### src/rtl/aibcr3_signal_buf_filt.sv
// ---------------------------------------------------------------------------
// aibcr3_signal_buf_filt
//
// Multi-channel signal conditioner for slow or asynchronous AIB sideband and
// configuration inputs. Each channel is synchronised into the clk domain
// through a STAGES-deep flop chain and then passed through a deglitch filter
// that only accepts a new level after it has been stable for FILT_LEN
// consecutive clock edges. Any channel can be bypassed, in which case its
// output follows the raw input combinationally while the synchroniser and
// filter keep running underneath.
//
// Parameters:
//   WIDTH    number of independent channels
//   STAGES   synchroniser flops per channel (1..4)
//   FILT_LEN stable edges required before the filtered value updates (1..15)
//   RST_VAL  reset value of the sync chain, filtered register and the
//            non-bypassed outputs
//
// Ports:
//   clk      sampling clock
//   rst      asynchronous, active-high reset
//   vcc      supply pin, no functional effect
//   vssl     ground pin, no functional effect
//   sig_in   raw channel inputs, may be asynchronous to clk
//   byp_en   per-channel bypass, 1 = sig_out[i] follows sig_in[i]
//   filt_en  global filter enable, quasi-static and synchronous to clk
//   sig_out  buffered / filtered channel outputs
//   sig_chg  one-cycle pulse when any non-bypassed filtered value changes
// ---------------------------------------------------------------------------
module aibcr3_signal_buf_filt #(
  parameter int unsigned      WIDTH    = 8,
  parameter int unsigned      STAGES   = 2,
  parameter int unsigned      FILT_LEN = 3,
  parameter logic [WIDTH-1:0] RST_VAL  = {WIDTH{1'b0}}
) (
  input  logic             clk,
  input  logic             rst,
  input  logic             vcc,
  input  logic             vssl,
  input  logic [WIDTH-1:0] sig_in,
  input  logic [WIDTH-1:0] byp_en,
  input  logic             filt_en,
  output logic [WIDTH-1:0] sig_out,
  output logic             sig_chg
);

  // Counter must hold 0..FILT_LEN-1; sized from FILT_LEN+1 so FILT_LEN=1
  // still gets a legal one-bit vector.
  localparam int unsigned      CNT_W   = $clog2(FILT_LEN + 1);
  localparam logic [CNT_W-1:0] CNT_MAX = CNT_W'(FILT_LEN - 1);

  // Supply pins are kept on the port list for netlist compatibility only.
  logic unused_supply_s;
  assign unused_supply_s = vcc ^ vssl;

  logic [WIDTH-1:0]       sync_r [STAGES];
  logic [WIDTH-1:0]       s_s;
  logic [WIDTH-1:0]       f_r;
  logic [WIDTH-1:0]       f_nxt_s;
  logic [WIDTH-1:0]       chg_mask_s;
  logic                   sig_chg_r;
  logic [WIDTH*CNT_W-1:0] cnt_flat_s;

  // Synchroniser chain: stage 0 samples the raw input, the last stage feeds
  // the filter. Every stage resets to RST_VAL.
  always_ff @(posedge clk or posedge rst) begin
    if (rst) begin
      for (int k = 0; k < STAGES; k++) begin
        sync_r[k] <= RST_VAL;
      end
    end else begin
      sync_r[0] <= sig_in;
      for (int k = 1; k < STAGES; k++) begin
        sync_r[k] <= sync_r[k-1];
      end
    end
  end

  assign s_s = sync_r[STAGES-1];

  // Per-channel deglitch counter. The counter tracks how many consecutive
  // edges the synchronised value has disagreed with the filtered value; it
  // saturates at FILT_LEN-1, at which point the next disagreeing edge
  // commits the new level and restarts the count.
  for (genvar i = 0; i < WIDTH; i++) begin : g_chan
    logic [CNT_W-1:0] cnt_r;
    logic [CNT_W-1:0] cnt_nxt_s;
    logic             f_bit_nxt_s;

    // Next-state decode for this channel's counter and filtered bit.
    always_comb begin
      cnt_nxt_s   = {CNT_W{1'b0}};
      f_bit_nxt_s = f_r[i];
      if (!filt_en) begin
        // Filter disabled: follow the synchroniser, counter parked at zero.
        f_bit_nxt_s = s_s[i];
      end else if (s_s[i] == f_r[i]) begin
        // Agreement drops any partial glitch count.
        cnt_nxt_s = {CNT_W{1'b0}};
      end else if (cnt_r >= CNT_MAX) begin
        // Stable long enough: accept the new level.
        f_bit_nxt_s = s_s[i];
        cnt_nxt_s   = {CNT_W{1'b0}};
      end else begin
        cnt_nxt_s = cnt_r + CNT_W'(1'b1);
      end
    end

    // Counter register for this channel.
    always_ff @(posedge clk or posedge rst) begin
      if (rst) begin
        cnt_r <= {CNT_W{1'b0}};
      end else begin
        cnt_r <= cnt_nxt_s;
      end
    end

    assign f_nxt_s[i]                       = f_bit_nxt_s;
    assign cnt_flat_s[i*CNT_W +: CNT_W]     = cnt_r;
  end

  // Only channels that are not bypassed can raise the change pulse, since a
  // bypassed channel's filtered value is not visible on sig_out.
  assign chg_mask_s = (f_nxt_s ^ f_r) & ~byp_en;

  // Filtered value register and change pulse; both update on the same edge
  // so the pulse lines up with the new value on sig_out.
  always_ff @(posedge clk or posedge rst) begin
    if (rst) begin
      f_r       <= RST_VAL;
      sig_chg_r <= 1'b0;
    end else begin
      f_r       <= f_nxt_s;
      sig_chg_r <= |chg_mask_s;
    end
  end

  // Output mux is combinational on purpose: bypassed channels must pass
  // sig_in straight through, including while rst is asserted.
  assign sig_out = (byp_en & sig_in) | (~byp_en & f_r);
  assign sig_chg = sig_chg_r;

  aibcr3_signal_buf_filt_chk #(
    .WIDTH   (WIDTH),
    .CNT_W   (CNT_W),
    .FILT_LEN(FILT_LEN)
  ) u_chk (
    .clk     (clk),
    .rst     (rst),
    .filt_en (filt_en),
    .cnt_flat(cnt_flat_s)
  );

endmodule

// ---------------------------------------------------------------------------
// aibcr3_signal_buf_filt_chk
//
// Property checker for the deglitch counters: a counter never passes
// FILT_LEN-1 and is forced back to zero one edge after the filter is
// disabled.
//
// Ports:
//   clk       sampling clock
//   rst       asynchronous, active-high reset (disables the properties)
//   filt_en   global filter enable
//   cnt_flat  all channel counters, channel i at [i*CNT_W +: CNT_W]
// ---------------------------------------------------------------------------
module aibcr3_signal_buf_filt_chk #(
  parameter int unsigned WIDTH    = 8,
  parameter int unsigned CNT_W    = 2,
  parameter int unsigned FILT_LEN = 3
) (
  input logic                   clk,
  input logic                   rst,
  input logic                   filt_en,
  input logic [WIDTH*CNT_W-1:0] cnt_flat
);

  localparam logic [CNT_W-1:0] CNT_MAX = CNT_W'(FILT_LEN - 1);

  for (genvar i = 0; i < WIDTH; i++) begin : g_chk
    logic [CNT_W-1:0] cnt_s;
    assign cnt_s = cnt_flat[i*CNT_W +: CNT_W];

    a_cnt_bound : assert property (@(posedge clk) disable iff (rst)
      cnt_s <= CNT_MAX);

    a_cnt_clear : assert property (@(posedge clk) disable iff (rst)
      !filt_en |=> (cnt_s == {CNT_W{1'b0}}));
  end

endmodule

### config.mk
export PLATFORM = sky130hd
export DESIGN_NAME = aibcr3_signal_buf_filt
export DESIGN_NICKNAME = d
export VERILOG_FILES = /design/src/rtl/aibcr3_signal_buf_filt.sv
export SDC_FILE = /design/constraint.sdc
export NUM_CORES = 1
export LEC_CHECK = 0
export BUFFER_PORTS_ARGS = -buffer_cell sky130_fd_sc_hd__buf_4
export CORE_MARGIN = 2
export CORE_UTILIZATION = 53
export DETAILED_ROUTE_END_ITERATION = 10
export PLACE_DENSITY = 0.77
export RECOVER_POWER = 50
export SYNTH_ARGS = -nofsm -noshare
export SYNTH_HDL_FRONTEND = slang
export SYNTH_SLANG_ARGS = --single-unit
### constraint.sdc
create_clock -name clk -period 1.8 [get_ports clk]
set_input_delay 0.54 -clock clk [delete_from_list [all_inputs] [get_ports clk]]
set_output_delay 0.54 -clock clk [all_outputs]
set_load 0.02 [all_outputs]
==> results.sh <==
export IMPL_status="finished clean"
export IMPL_ir_worst_vdd_mv=0.869
export IMPL_crit_fanout=3
export IMPL_drv_cap=0
export IMPL_place_area_mm2=0.00177
export IMPL_route_detailed_drc=0
export IMPL_fin_nets=166
export IMPL_drv_slew=0
export IMPL_rows=19
export IMPL_clock_latency_ps=330
export IMPL_gp_congestion=0.711
export IMPL_cts_setup_buffers=0
export IMPL_rsz0062_at_grt="no"
export IMPL_cp_arrival_ps=1180
export IMPL_crit_type="flip-flop to primary output"
export IMPL_ff_latch_area_mm2=0.00103
export IMPL_dp_hpwl_um=1600
export IMPL_cts_max_level=2
export IMPL_cts_tree="yes"
export IMPL_relSlewSlack_pct=36.8
export IMPL_grt_pass1_wl_um=3640
export IMPL_grt_max_degree=42
export IMPL_hold_buffers=0
export IMPL_synth_top_area_cell="dfrtp_1"
export IMPL_seq_power_share_pct=57.5
export IMPL_fillers=195
export IMPL_p_per_area_mw_per_mm2=980
export IMPL_power_net_switching_w=0.000442
export IMPL_fin_crit_ps=1720
export IMPL_numCtsBuffers=5
export IMPL_drive_gt1_share_pct=36.3
export IMPL_syn_nets=130
export IMPL_yosysMostFrequentCell="dfrtp_1"
export IMPL_critPathLaunchType="flip-flop"
export IMPL_vias=907
export IMPL_syn2layout_area_growth_pct=21.4
export IMPL_ys_flop_type="dfrtp_1"
export IMPL_ys_ff_latch=41
export IMPL_die_h_um=57.5
export IMPL_drtIter0Drc=11
export IMPL_port_buffers=27
export IMPL_fmax_ghz=0.580
export IMPL_hold_viol=0
export IMPL_clkTransAtPathRegs_ps=110
export IMPL_final_util_pct=67.4
export IMPL_start_util_pct=55.5
export IMPL_vias_per_cell=5.12
export IMPL_grt_pass1_vias=882
export IMPL_synth_area_leaders="dfrtp_1 (68%), mux2_2 (12%), xor2_1 (3.5%)"
export IMPL_pwr_share_comb_pct=15.2
export IMPL_regToRegSetupSlack_ps=520
export IMPL_wl_per_cell_um=12.3
export IMPL_synth_commonest_cells="dfrtp_1 (41), mux2_2 (16), nor2_1 (11)"
export IMPL_ios=30
export IMPL_yosysWarnings=0
export IMPL_async_flop_share_pct=100
export IMPL_clockBufferDepth=2
export IMPL_cts_root_buf="clkbuf_4"
export IMPL_switching_share_pct=24.5
export IMPL_synth_cell_type_count=20
export IMPL_diodes=0
export IMPL_syn_area_per_cell_um2=13.9
export IMPL_endpoint_kind="primary output"
export IMPL_cp_required_ps=1260
export IMPL_postRouteAntennaNets=0
export IMPL_grt_use_total_pct=15.3
export IMPL_die_area_mm2=0.00331
export IMPL_leakagePower_nw=0.900
export IMPL_fin_skew_ps=4.55
export IMPL_synth_edf_count=0
export IMPL_antenna_found_initial=0
export IMPL_drt_total_wl_um=2170
export IMPL_setup_tns_ps=0
export IMPL_internal_power_w=0.00136
export IMPL_core_mm2=0.00273
export IMPL_worstMarginPinSlew_ps=948
export IMPL_yosysSeqAreaShare_pct=67.6
export IMPL_syn_inst=109
export IMPL_setup_viol=0
export IMPL_multi_input_area_um2=488
export IMPL_die_w_um=57.5
export IMPL_netlist_area_mm2=0.00152
export IMPL_clockPowerShare_pct=27.3
export IMPL_hold_path_class="input pin to flip-flop"
export IMPL_final_cell_area_mm2=0.00184
export IMPL_clkSinkCount=41
export IMPL_grt_ovfl_total=0
export IMPL_dr_pass1_iters=3
export IMPL_p_total_w=0.00181
export IMPL_cts_resized=0
export IMPL_synth_top_area_share_pct=67.6
export IMPL_fin_crit_sh_pct=95.8
==> flip-flops by register name (all words and copies together) (netlist names) <==
signal / cells
g_chan.cnt_r: 16
f_r: 8
s_s: 8
sync_r: 8
sig_chg: 1
==> path summary, 6_finish.rpt <==
| path | start | to | cells past startpoint |
|---|---|---|---|
| min reg2reg | sync_r[12]$_DFF_PP0_ | s_s[4]$_DFF_PP0_ | 0 |
| min in group asynchronous | rst | s_s[1]$_DFF_PP0_ | 3 |
| min | sig_in[0] | sync_r[8]$_DFF_PP0_ | 1 |
| max in group asynchronous | rst | f_r[2]$_DFF_PP0_ | 3 |
| max reg2reg | g_chan[6].cnt_r[1]$_DFF_PP0_ | sig_chg$_DFF_PP0_ | 5 |
| max | f_r[4]$_DFF_PP0_ | sig_out[4] | 2 |
==> cells by family (layout without fill, tap and decap cells) <==
logic type | Yosys count | count (layout) | synth area share, %
multiplexers | 16 | 16 | 11.9
flip-flops | 41 | 41 | 67.6
AO/OA/AOI/OAI | 4 | 4 | 1.90
AND/OR/NAND/NOR | 39 | 39 | 13.8
XOR/XNOR | 8 | 8 | 4.62
buffers and inverters | 1 | 38 | 0.247
==> critical path, stage by stage, from the launching register on <==
cell     delay (ps)
dfrtp_1         430
mux2_2          270
buf_4           150
==> layer usage <==
layer  GRT usage [%]  wire length, um  vias to the layer above
met5               0                0                        -
met4            5.98               24                        0
met3            6.80              127                        2
met2            24.0             1030                       20
met1            18.6              992                      443
li1                -                -                      442
==> area by class of cell <==
class / instances / area share, %
Clock buffer: 7 / 3.53
Clock inverter: 1 / 0.272
Inverter: 1 / 0.204
Multi-Input combinational cell: 67 / 26.5
Sequential cell: 41 / 55.7
Tap cell: 31 / 2.11
Timing Repair Buffer: 29 / 11.7
==> power groups by stage <==
stage                     clock, W  combinational, W  sequential (W)
final                     0.000493          0.000275         0.00104
after global routing      0.000558          0.000304         0.00105
after CTS                 0.000516          0.000283         0.00104
after detailed placement         0          0.000282         0.00106
after global placement           0          0.000274         0.00105
after floorplan                  0          0.000173         0.00105
==> stage by stage <==
stage               hold slack, ps  worst slack [ps]  cells
floorplan                      331               314    109
finish                         333              76.0    177
CTS                            290              54.6    177
global route                   303              19.6    177
global placement               332               161    169
detailed placement             335               146    169
==> cell usage in the layout (no fill, tap or decap) <==
cell type,synthesis,layout
clkinv_2,0,1
nand3_1,1,1
nor2b_1,4,4
clkbuf_8,0,2
clkbuf_2,0,1
a211oi_1,1,1
o2bb2ai_1,1,1
mux2_2,16,16
a21oi_1,1,1
xnor2_1,2,2
nor2_1,11,11
nand2_1,6,6
or2b_1,1,1
nor3_1,2,2
xor2_1,6,6
a22oi_1,1,1
dfrtp_1,41,41
nand2b_1,3,3
clkbuf_4,0,14
and2b_1,1,1
and3_1,5,5
nor3b_1,4,4
inv_1,1,1
and4b_1,1,1
buf_4,0,19
No activity file was read; power rests on OpenSTA's default activity.
